$ cat src/rtl/hs_pkg.sv
// Shared definitions for the handshake CDC receive path (synchronizer and rx buffer).
// Receive FSM encodings are plain 2-bit constants so legacy tools and waveforms decode them identically.
package hs_pkg;

    localparam int HS_DW = 8;

    localparam logic [1:0] IDLE     = 2'd0;
    localparam logic [1:0] LOAD     = 2'd1;
    localparam logic [1:0] WAIT_LOW = 2'd2;

    // Encoding 3 is unreachable; the FSM maps it back to IDLE.
    function automatic logic hs_state_legal(input logic [1:0] st);
        return (st == IDLE) || (st == LOAD) || (st == WAIT_LOW);
    endfunction

endpackage

$ cat src/rtl/hs_rx_buffer_if.sv
// Bundle of the synchronizer-facing handshake, the consumer stream and the status outputs.
// slave = the rx buffer, master = whatever drives the synchronizer side and consumes the stream.
interface hs_rx_buffer_if
    import hs_pkg::*;
#(
    parameter int DW    = HS_DW,
    parameter int DEPTH = 4,
    parameter int CNTW  = 16
);
    localparam int CW = $clog2(DEPTH) + 1;

    logic [DW-1:0]   bdata;
    logic            bvalid;
    logic            bload;
    logic [DW-1:0]   m_data;
    logic            m_valid;
    logic            m_ready;
    logic [CW-1:0]   fifo_cnt;
    logic            full;
    logic            empty;
    logic [CNTW-1:0] rx_cnt;

    modport slave (
        input  bdata, bvalid, m_ready,
        output bload, m_data, m_valid, fifo_cnt, full, empty, rx_cnt
    );

    modport master (
        output bdata, bvalid, m_ready,
        input  bload, m_data, m_valid, fifo_cnt, full, empty, rx_cnt
    );

endinterface

$ cat src/rtl/hs_sync_fifo.sv
// Single-clock register-array FIFO with first-word fall-through read data.
// Latency: a pushed word is visible on pop_data the cycle after the push edge.
// Backpressure: push is ignored when full, pop is ignored when empty; the owner is expected to gate both.
module hs_sync_fifo
    import hs_pkg::*;
#(
    parameter int DW    = HS_DW,
    parameter int DEPTH = 4,
    localparam int AW   = $clog2(DEPTH),
    localparam int CW   = AW + 1
) (
    input  logic          bclk,
    input  logic          brst_n,
    input  logic          push,
    input  logic [DW-1:0] push_data,
    input  logic          pop,
    output logic [DW-1:0] pop_data,
    output logic [CW-1:0] cnt,
    output logic          full,
    output logic          empty
);

    logic [DW-1:0] mem_q [DEPTH];
    logic [DW-1:0] mem_d [DEPTH];
    logic [AW-1:0] wr_ptr_q, wr_ptr_d;
    logic [AW-1:0] rd_ptr_q, rd_ptr_d;
    logic [CW-1:0] cnt_q, cnt_d;
    logic          do_push;
    logic          do_pop;

    assign full  = (cnt_q == CW'(DEPTH));
    assign empty = (cnt_q == '0);
    assign cnt   = cnt_q;

    assign do_push = push && !full;
    assign do_pop  = pop && !empty;

    always_comb begin
        mem_d    = mem_q;
        wr_ptr_d = wr_ptr_q;
        rd_ptr_d = rd_ptr_q;
        cnt_d    = cnt_q;

        // DEPTH is a power of two, so the pointers wrap DEPTH-1 -> 0 on their own.
        if (do_push) begin
            mem_d[wr_ptr_q] = push_data;
            wr_ptr_d        = wr_ptr_q + 1'b1;
        end
        if (do_pop) begin
            rd_ptr_d = rd_ptr_q + 1'b1;
        end

        case ({do_push, do_pop})
            2'b10:   cnt_d = cnt_q + 1'b1;
            2'b01:   cnt_d = cnt_q - 1'b1;
            default: cnt_d = cnt_q;
        endcase
    end

    always_ff @(posedge bclk) begin
        if (!brst_n) begin
            wr_ptr_q <= '0;
            rd_ptr_q <= '0;
            cnt_q    <= '0;
        end else begin
            wr_ptr_q <= wr_ptr_d;
            rd_ptr_q <= rd_ptr_d;
            cnt_q    <= cnt_d;
        end
    end

    // Storage carries no reset; stale words are unreachable once the pointers clear.
    always_ff @(posedge bclk) begin
        mem_q <= mem_d;
    end

    assign pop_data = mem_q[rd_ptr_q];

endmodule

$ cat src/rtl/hs_rx_buffer.sv
// Captures each word offered by the handshake synchronizer, acks it with one bload pulse, queues it.
// Latency: capture on the edge bvalid is seen in IDLE; m_valid next cycle if empty; bload 1 cycle after capture.
// Backpressure: while the FIFO is full the FSM idles without acking, so the synchronizer holds bvalid/bdata.
module hs_rx_buffer
    import hs_pkg::*;
#(
    parameter int DW    = HS_DW,
    parameter int DEPTH = 4,
    parameter int CNTW  = 16
) (
    input  logic          bclk,
    input  logic          brst_n,
    hs_rx_buffer_if.slave rx
);

    localparam int CW = $clog2(DEPTH) + 1;

    logic [1:0]      state_q, state_d;
    logic            bload_q, bload_d;
    logic [CNTW-1:0] rx_cnt_q, rx_cnt_d;
    logic            push;
    logic            pop;
    logic            fifo_full;
    logic            fifo_empty;
    logic [CW-1:0]   fifo_cnt;
    logic [DW-1:0]   pop_data;

    always_comb begin
        state_d  = state_q;
        push     = 1'b0;
        rx_cnt_d = rx_cnt_q;

        case (state_q)
            IDLE: begin
                // Full is this cycle's value, so a same-cycle pop does not open a slot.
                if (rx.bvalid && !fifo_full) begin
                    push     = 1'b1;
                    rx_cnt_d = rx_cnt_q + 1'b1;
                    state_d  = LOAD;
                end
            end
            LOAD: begin
                state_d = WAIT_LOW;
            end
            WAIT_LOW: begin
                if (!rx.bvalid) begin
                    state_d = IDLE;
                end
            end
            default: begin
                state_d = IDLE;
            end
        endcase

        if (!hs_state_legal(state_d)) begin
            state_d = IDLE;
        end

        bload_d = (state_d == LOAD);
    end

    always_ff @(posedge bclk) begin
        if (!brst_n) begin
            state_q  <= IDLE;
            bload_q  <= 1'b0;
            rx_cnt_q <= '0;
        end else begin
            state_q  <= state_d;
            bload_q  <= bload_d;
            rx_cnt_q <= rx_cnt_d;
        end
    end

    assign pop = rx.m_ready && !fifo_empty;

    hs_sync_fifo #(
        .DW    (DW),
        .DEPTH (DEPTH)
    ) u_fifo (
        .bclk      (bclk),
        .brst_n    (brst_n),
        .push      (push),
        .push_data (rx.bdata),
        .pop       (pop),
        .pop_data  (pop_data),
        .cnt       (fifo_cnt),
        .full      (fifo_full),
        .empty     (fifo_empty)
    );

    assign rx.bload    = bload_q;
    assign rx.m_data   = pop_data;
    assign rx.m_valid  = !fifo_empty;
    assign rx.fifo_cnt = fifo_cnt;
    assign rx.full     = fifo_full;
    assign rx.empty    = fifo_empty;
    assign rx.rx_cnt   = rx_cnt_q;

endmodule

$ cat src/flat_wrapper.sv
// flat-port wrapper written by rule: the top's interface ports become plain ports
module hs_rx_buffer_flat import hs_pkg::*;
#(
    parameter int DW    = HS_DW,
    parameter int DEPTH = 4,
    parameter int CNTW  = 16
)
  (bclk, brst_n, rx_bdata, rx_bvalid, rx_m_ready, rx_bload, rx_m_data, rx_m_valid, rx_fifo_cnt, rx_full, rx_empty, rx_rx_cnt);
  hs_rx_buffer_if #(.DW(DW), .DEPTH(DEPTH), .CNTW(CNTW)) rx_i ();
  input  logic bclk;
  input  logic brst_n;
  input wire logic [$bits(rx_i.bdata)-1:0] rx_bdata;
  input wire logic [$bits(rx_i.bvalid)-1:0] rx_bvalid;
  input wire logic [$bits(rx_i.m_ready)-1:0] rx_m_ready;
  output wire logic [$bits(rx_i.bload)-1:0] rx_bload;
  output wire logic [$bits(rx_i.m_data)-1:0] rx_m_data;
  output wire logic [$bits(rx_i.m_valid)-1:0] rx_m_valid;
  output wire logic [$bits(rx_i.fifo_cnt)-1:0] rx_fifo_cnt;
  output wire logic [$bits(rx_i.full)-1:0] rx_full;
  output wire logic [$bits(rx_i.empty)-1:0] rx_empty;
  output wire logic [$bits(rx_i.rx_cnt)-1:0] rx_rx_cnt;
  assign rx_i.bdata = rx_bdata;
  assign rx_i.bvalid = rx_bvalid;
  assign rx_i.m_ready = rx_m_ready;
  assign rx_bload = rx_i.bload;
  assign rx_m_data = rx_i.m_data;
  assign rx_m_valid = rx_i.m_valid;
  assign rx_fifo_cnt = rx_i.fifo_cnt;
  assign rx_full = rx_i.full;
  assign rx_empty = rx_i.empty;
  assign rx_rx_cnt = rx_i.rx_cnt;
  hs_rx_buffer #(.DW(DW), .DEPTH(DEPTH), .CNTW(CNTW)) u_core (.bclk(bclk), .brst_n(brst_n), .rx(rx_i));
endmodule
$ cat config.mk
export PLATFORM = sky130hd
export DESIGN_NAME = hs_rx_buffer_flat
export DESIGN_NICKNAME = d
export VERILOG_FILES = /design/src/rtl/hs_pkg.sv /design/src/rtl/hs_rx_buffer_if.sv /design/src/rtl/hs_sync_fifo.sv /design/src/rtl/hs_rx_buffer.sv /design/src/flat_wrapper.sv
export SDC_FILE = /design/constraint.sdc
export NUM_CORES = 1
export LEC_CHECK = 0
export ABC_AREA = 1
export CORE_ASPECT_RATIO = 0.9
export CORE_MARGIN = 8
export CORE_UTILIZATION = 45
export CTS_CLUSTER_DIAMETER = 120
export CTS_CLUSTER_SIZE = 20
export DETAILED_ROUTE_END_ITERATION = 12
export GPL_TIMING_DRIVEN = 0
export PLACE_DENSITY = 0.72
export SLEW_MARGIN = 10
export SYNTH_ARGS = -nofsm -noshare
export SYNTH_HDL_FRONTEND = slang
export SYNTH_SLANG_ARGS = --single-unit
$ cat constraint.sdc
create_clock -name bclk -period 1.98 [get_ports bclk]
set_clock_uncertainty 0.1 [all_clocks]
set_input_delay 0.396 -clock bclk [delete_from_list [all_inputs] [get_ports bclk]]
set_output_delay 0.396 -clock bclk [all_outputs]
set_load 0.05 [all_outputs]
==> impl_results.md, run 1 <==
* Number of port buffers at 41
* Layout overhead on the synthesized area at 31.23%
* RSZ-0062 raised after global routing: true
* Fraction of the yosys area taken by sequential cells at 0.5536
* Count of flip-flops with a built-in enable after synthesis at 32
* Startpoint of the worst-slack reg-to-reg timing path: u_core.u_fifo.cnt[1]
* Final ANT Viol Nets at 0
* Synthesized Nets at 308
* Number of buffers added to fix hold violations after cts at 0
* HPWL Detailed at about 4000 µm
* Critical path data required time at 1.48 ns
* Peak fanout along the critical path at 10
* Number of warnings reported in the yosys synthesis log at 0
* Remaining Overflow, GRT at 0
* Share of flip-flops with an asynchronous set or reset at 0
* Core Footprint at 5660 µm²
* Reported max-cap violation count at 0
* Max transition margin at 0.4666
* Num CTS Buffers at 9
* Maximum count of clock buffers along a single path at 2
* Combined area of all synthesized cells at 2640 µm²
* Skew-Pair Late Insertion Delay at 0.34 ns
* Detailed-route wire length per cell at 13.53 µm
* Total number of clock tree sinks at 57
* Share of the core filled with cells at 0.6121
* Peak VDD IR at 0.8019 mV
* Cell count along the critical path at 4
* Clock tree from TritonCTS: built
* Netlist cell types at 28
* Max frequency at 509.7 MHz
* Worst Tran Pin Value at roughly 0.8 ns
* Std cell rows at 26
* Final max-slew violation count at 0
* Initial antenna violation count at 0
* Startpoint kind of the worst setup timing path: register
* Num ports at 43
* Overall routing resource usage at 0.1400
* Mean instance size in the synthesized netlist at 9.135 µm²
* Final period utilization at 0.9910
* Maximum level of the CTS H-tree at 3
* Commonest non-fill, non-tap cell in the layout: sky130_fd_sc_hd__nand2_1
* R2R Setup Slk at ~0.040 ns
* Number of remaining DRC errors at 0
* Post-Route Hold Slack at 0.2806 ns
* Syn Inst Count at 289
* Worst hold-check path type: in -> reg
* Proportion of layout cells with a drive suffix above 1 at 0.2450
* Worst reg2reg path endpoint: u_core.u_fifo.cnt[2]
* Arrival @ worst endpoint at 1.47 ns
* Die Area at 8577 µm²
* Count of TritonRoute iterations in the first routing pass at 4
* Worst hold path depth at 3
* Final layout net count at 365
* Pin count of the biggest net entering global routing at 12
* Period minus WS final at 1.962 ns
* Critical Path Max Stage Delay at 0.45 ns
* Crit path cell chain: clkinvlp_4, o21ai_1, o22ai_2, buf_6
* Clock root buffer master: sky130_fd_sc_hd__clkbuf_8
* Most common flop cell mapped by yosys: sky130_fd_sc_hd__edfxtp_1
* Sort of element at the end of the critical path: output pin
* Wire length of the first global-routing pass at 9618 µm
* Crit Path Class: reg -> out
* Chip height at 88.67 µm
* Hold Fails Final Rpt at 0
* Launch point of the critical path: u_core.u_fifo.rd_ptr_q[1]
* Average via count per standard cell at 4.912
* Clock-pin slew on the worst setup and hold paths at 0.07 ns
* Antenna diode instance count at 0
* Filler Cells Inserted at 516
* Number of design-rule violations left by the first detailed-router iteration at 53
* PD cells at 1205 nW/µm²
* Routed via count at 2,068
* Routed wire length at 5696 µm
* Count of buffer and inverter cells on the critical path at 2
* Horizontal die dimension at 96.74 µm
* R2R depth at 11
* Initial cell density of the core at 0.4664
* #FFs+latches synth at 57
* Critical Path Sink: rx_m_data[1]
* Leading cell types in the layout, fill and taps excluded: 46 x sky130_fd_sc_hd__nand2_1, 40 x sky130_fd_sc_hd__nor2_1, 33 x sky130_fd_sc_hd__inv_1
* Final setup violation count at 0
* Worst-path cell with the longest stage delay: sky130_fd_sc_hd__dfxtp_2
* Cell family with most CP delay: flip-flops
* Lkg Pwr at 1.454 nW
* Number of global-route vias before repair at 2,094
* Result of the run: complete, no violations
* Final RePlAce weighted congestion at 0.8159
==> stage by stage <==
step | total power [W] | setup TNS [ns] | setup WS (ns) | cell area, µm² | instances
3_3_place_gp | 0.003094 | -20.33 | -0.6025 | 3216 | 400
3_5_place_dp | 0.003130 | -21.20 | -0.6156 | 3216 | 400
6_report | 0.004175 | 0 | 0.01790 | 3465 | 421
4_1_cts | 0.004114 | -0.004055 | -0.003090 | 3413 | 420
5_1_grt | 0.004377 | -0.6458 | -0.04835 | 3465 | 421
2_1_floorplan | 0.002637 | -0.1175 | -0.1175 | 2718 | 289
==> sequential cells by signal (all words and copies together) (netlist names) <==
register	cells
u_core.state_q	1
u_core.u_fifo.wr_ptr_q	2
u_core.u_fifo.mem_q	32
u_core.rx.bload	1
u_core.u_fifo.cnt	3
u_core.u_fifo.rd_ptr_q	2
u_core.rx.rx_cnt	16
==> cell families (layout without fill, tap and decap cells) <==
logic type / after synthesis / in the layout / synth area share
simple gates: 126 / 126 / 0.2318
buf+inv: 48 / 110 / 0.07678
compound gates: 50 / 50 / 0.09858
xor+xnor: 1 / 1 / 0.003318
fa+ha+maj: 7 / 7 / 0.03602
flops: 57 / 57 / 0.5536
==> routing by layer <==
| layer | global-route usage | vias up | share of wire |
|---|---|---|---|
| met5 | 0 | - | 0 |
| met4 | 0.06834 | 0 | 0.022 |
| met3 | 0.04684 | 12 | 0.040 |
| met2 | 0.2389 | 34 | 0.48 |
| met1 | 0.1558 | 959 | 0.46 |
| li1 | - | 1063 | - |
==> worst min-delay path by stage <==
| stage | slack, ns | start | end |
|---|---|---|---|
| 3_5_place_dp | 0.36 | u_core.u_fifo.cnt[0] | u_core.u_fifo.cnt[0] |
| 2_1_floorplan | 0.39 | u_core.u_fifo.wr_ptr_q[1] | u_core.u_fifo.wr_ptr_q[1] |
| 5_1_grt | 0.28 | brst_n | u_core.rx.rx_cnt[2] |
| 6_report | 0.28 | brst_n | u_core.rx.rx_cnt[2] |
| 4_1_cts | 0.27 | brst_n | u_core.u_fifo.rd_ptr_q[1] |
| 3_3_place_gp | 0.34 | u_core.u_fifo.cnt[0] | u_core.u_fifo.cnt[0] |
==> cells in the mapped netlist (4+ instances only) <==
cell	instances	area, µm²
sky130_fd_sc_hd__a21oi_1	16	80.08
sky130_fd_sc_hd__dfxtp_1	25	500.5
sky130_fd_sc_hd__edfxtp_1	32	960.9
sky130_fd_sc_hd__ha_1	6	75.07
sky130_fd_sc_hd__inv_1	36	135.1
sky130_fd_sc_hd__nand2_1	46	172.7
sky130_fd_sc_hd__nand2_2	4	25.02
sky130_fd_sc_hd__nand3_1	16	80.08
sky130_fd_sc_hd__nor2_1	42	157.7
sky130_fd_sc_hd__nor2_2	6	37.54
sky130_fd_sc_hd__nor2_4	4	45.04
sky130_fd_sc_hd__o21ai_0	24	120.1
sky130_fd_sc_hd__o22ai_1	8	50.05
==> worst register-to-register path, stage by stage, from the launching register on <==
cell,delay [ns]
sky130_fd_sc_hd__dfxtp_4,0.36
sky130_fd_sc_hd__inv_4,0.08
sky130_fd_sc_hd__nand3_4,0.11
sky130_fd_sc_hd__nand2_4,0.08
sky130_fd_sc_hd__buf_6,0.13
sky130_fd_sc_hd__ha_1,0.14
sky130_fd_sc_hd__inv_1,0.07
sky130_fd_sc_hd__fa_2,0.34
sky130_fd_sc_hd__a21oi_1,0.14
sky130_fd_sc_hd__o21ai_1,0.10
sky130_fd_sc_hd__o21ai_1,0.12
sky130_fd_sc_hd__a21oi_1,0.05
==> timing repair <==
item	4_1_cts	5_1_grt
pin swaps	1	0
setup buffers	5	1
gates resized for setup	100	16
endpoints found under the setup margin	65	30
==> power by group <==
part | internal [W] | switching, W | leakage, nW | total (W)
Combinational | 0.000582 | 0.00117 | 0.870 | 0.00175
Clock | 0.000449 | 0.000491 | 0.0850 | 0.000940
Sequential | 0.00140 | 0.0000859 | 0.498 | 0.00148
Total | 0.00243 | 0.00175 | 1.45 | 0.00418
==> final cells by class <==
| class | count | area [µm²] | share of cell area |
|---|---|---|---|
| sequential | 57 | 1478 | 0.4265 |
| tap | 70 | 87.58 | 0.02528 |
| clock inverter | 7 | 47.55 | 0.01372 |
| multi-input combinational | 184 | 1061 | 0.3062 |
| inverter | 40 | 166.4 | 0.04803 |
| timing repair buffer | 47 | 435.4 | 0.1257 |
| clock buffer | 9 | 123.9 | 0.03575 |
| buffer | 7 | 65.06 | 0.01878 |
Note: power is estimated with default switching activity, not from simulation.
==> run 2: changes to the inputs <==
Settings changed: GPL_TIMING_DRIVEN 0 to not set.
==> impl_results.md, run 2 (same netlist as run 1, synthesis figures left out) <==
* Switching power of the nets at 0.001700 W (was 0.001748 W)
* Initial antenna violation count at 0 (unchanged)
* Cell Count, Final, Fillers Out at 424 (was 421)
* Filler Cells Inserted at 473 (was 516)
* Skew-Pair Late Insertion Delay at 0.33 ns (was 0.34 ns)
* Launch point of the critical path: u_core.u_fifo.rd_ptr_q[0] (was u_core.u_fifo.rd_ptr_q[1])
* Worst hold-check path type: reg -> reg (was in -> reg)
* Number of cells after detailed placement at 404 (was 400)
* R2R depth at 11 (unchanged)
* Core Footprint at 5660 µm² (unchanged)
* Total power at 0.004387 W (was 0.004175 W)
* Average via count per standard cell at 4.833 (was 4.912)
* Post-route worst setup slack at 0.09561 ns (was 0.01790 ns)
* Clock root buffer master: sky130_fd_sc_hd__clkbuf_8 (unchanged)
* Startpoint of the worst-slack reg-to-reg timing path: u_core.u_fifo.cnt[2] (was u_core.u_fifo.cnt[1])
* PD cells at 1259 nW/µm² (was 1205 nW/µm²)
* Reported max-cap violation count at 0 (unchanged)
* Number of design-rule violations left by the first detailed-router iteration at 88 (was 53)
* Count of TritonRoute iterations in the first routing pass at 4 (unchanged)
* Worst-path cell with the longest stage delay: sky130_fd_sc_hd__dfxtp_2 (unchanged)
* Cell-internal power at 0.002687 W (was 0.002427 W)
* Remaining Overflow, GRT at 0 (unchanged)
* Final layout net count at 368 (was 365)
* Sort of element at the end of the critical path: output pin (unchanged)
* Clock-pin slew on the worst setup and hold paths at 0.07 ns (about the same)
* Cell family with most CP delay: buffers and inverters (was flip-flops)
* Final max-slew violation count at 0 (unchanged)
* Worst-case hold path end point: u_core.u_fifo.cnt[0] (was u_core.rx.rx_cnt[2])
* Arrival @ worst endpoint at 1.39 ns (was 1.47 ns)
* Peak VDD IR at 1.157 mV (was 0.8019 mV)
* Placement-stage cell area at 3207 µm² (was 3216 µm²)
* Share of the core filled with cells at 0.6156 (was 0.6121)
* Detailed-route wire length per cell at 13.28 µm (was 13.53 µm)
* Startpoint kind of the worst setup timing path: register (unchanged)
* Num CTS Buffers at 9 (unchanged)
* Number of buffers added to fix hold violations after cts at 0 (unchanged)
* Maximum count of clock buffers along a single path at 2 (unchanged)
* Number of flip-flops in the largest register at 32 (unchanged)
* Std cell rows at 26 (unchanged)
* Crit path cell chain: clkinvlp_4, buf_4, o21ai_1, o22ai_2, buf_4 (was clkinvlp_4, o21ai_1, o22ai_2, buf_6)
* Routed wire length at 5631 µm (was 5696 µm)
* Overall routing resource usage at 0.1380 (was 0.1400)
* Final setup violation count at 0 (unchanged)
* Critical path data required time at 1.48 ns (about the same)
* Worst hold path depth at 1 (was 3)
* Relative contribution of sequential cells to total power at 0.339 (was 0.355)
* Max transition margin at 0.7705 (was 0.4666)
* Routed via count at 2,049 (was 2,068)
* Total number of clock tree sinks at 57 (unchanged)
* Lkg Pwr at 1.432 nW (was 1.454 nW)
* Critical Path Max Stage Delay at 0.36 ns (was 0.45 ns)
* Crit Path Class: reg -> out (unchanged)
* Chip height at 88.67 µm (unchanged)
* HPWL Detailed at 3886 µm (was 3960 µm)
* Count of buffer and inverter cells on the critical path at 3 (was 2)
* Proportion of total power due to net switching at 0.3874 (was 0.4187)
* Number of remaining DRC errors at 0 (unchanged)
* Proportion of layout cells with a drive suffix above 1 at 0.2966 (was 0.2450)
* Pin count of the biggest net entering global routing at 18 (was 12)
* Worst Tran Pin Value at 0.3434 ns (was 0.7971 ns)
* Origin of the worst min-delay path: u_core.u_fifo.cnt[0] (was brst_n)
* Number of global-route vias before repair at 2,076 (was 2,094)
* Period minus WS final at 1.884 ns (was 1.962 ns)
* Num ports at 43 (unchanged)
* Final ANT Viol Nets at 0 (unchanged)
* Antenna diode instance count at 0 (unchanged)
* Result of the run: complete, no violations (unchanged)
* CP most frequent cell: sky130_fd_sc_hd__buf_4
* Clock tree from TritonCTS: built (unchanged)
* Horizontal die dimension at 96.74 µm (unchanged)
* Die Area at 8577 µm² (unchanged)
* Commonest non-fill, non-tap cell in the layout: sky130_fd_sc_hd__nand2_1 (unchanged)
* Initial cell density of the core at 0.4664 (unchanged)
* Maximum level of the CTS H-tree at 3 (unchanged)
* Hold Fails Final Rpt at 0 (unchanged)
* Peak fanout along the critical path at 9 (was 10)
* Final RePlAce weighted congestion at 0.7720 (was 0.8159)
* RSZ-0062 raised after global routing: false (was true)
* Worst reg2reg path endpoint: u_core.u_fifo.cnt[2] (unchanged)
* Clk network pwr share at 0.272 (was 0.225)
* Leading cell types in the layout, fill and taps excluded: 46 x sky130_fd_sc_hd__nand2_1, 42 x sky130_fd_sc_hd__nor2_1, 41 x sky130_fd_sc_hd__buf_4 (was 46 x sky130_fd_sc_hd__nand2_1, 40 x sky130_fd_sc_hd__nor2_1, 33 x sky130_fd_sc_hd__inv_1)
* Wire length of the first global-routing pass at 9404 µm (was 9618 µm)
* Final period utilization at 0.9517 (was 0.9910)
* Max frequency at 530.7 MHz (was 509.7 MHz)
* R2R Setup Slk at 0.15 ns (was 0.04 ns)
* Worst slack, placed at -0.2996 ns (was -0.6156 ns)
* Number of port buffers at 42 (was 41)
* Combinational Power Share at 0.388 (was 0.420)
* Layout Cell Area excl Fill at 3485 µm² (was 3465 µm²)
* Cell count along the critical path at 5 (was 4)
* Largest register by flop count: u_core.u_fifo.mem_q (unchanged)
* Layout overhead on the synthesized area at 31.99% (was 31.23%)
[run 2: layout make-up]
class | instances | area, µm² | area share
inverter | 40 | 161.4 | 0.04632
tap | 70 | 87.58 | 0.02513
clock inverter | 7 | 93.84 | 0.02693
clock buffer | 9 | 123.9 | 0.03555
sequential | 57 | 1481 | 0.4251
multi-input combinational | 184 | 1049 | 0.3009
timing repair inverter | 1 | 7.507 | 0.002154
timing repair buffer | 56 | 480.5 | 0.1379
[run 2: how the worst max path moves through the flow]
| stage | endpoint |
|---|---|
| finish | rx_m_data[5] |
| detailed placement | u_core.u_fifo.cnt[2] |
| floorplan | u_core.u_fifo.cnt[2] |
| global route | rx_m_data[0] |
| global placement | u_core.u_fifo.cnt[2] |
| CTS | rx_m_data[3] |
[run 2: power by group through the flow]
stage          Sequential, W  Combinational, W  Clock [W]
6_report             0.00149           0.00170    0.00119
5_1_grt              0.00150           0.00183    0.00127
4_1_cts              0.00148           0.00168    0.00122
3_3_place_gp         0.00150           0.00162          0
3_5_place_dp         0.00150           0.00165          0
2_1_floorplan        0.00161           0.00103          0
[run 2: stage by stage]
stage	TNS [ns]	hold WS, ns
after floorplan	-0.1175	0.3897
after detailed placement	-1.825	0.3572
after global routing	0	0.3758
final	0	0.3682
after CTS	-0.004953	0.3686
after global placement	-1.021	0.3418
[run 2: what timing repair did]
item,4_1_cts,5_1_grt
gates cloned,0,1
endpoints found under the setup margin,8,9
hold endpoints to repair,0,0
buffers inserted,2,1
pin swaps,0,0
gates resized for setup,5,16
[run 2: metal layers]
metal	global-route usage	up-vias	share of wire
met3	0.05621	4	0.042
li1	-	1062	-
met1	0.1539	940	0.45
met2	0.2322	43	0.50
met5	0	-	0
met4	0.05579	0	0.0076
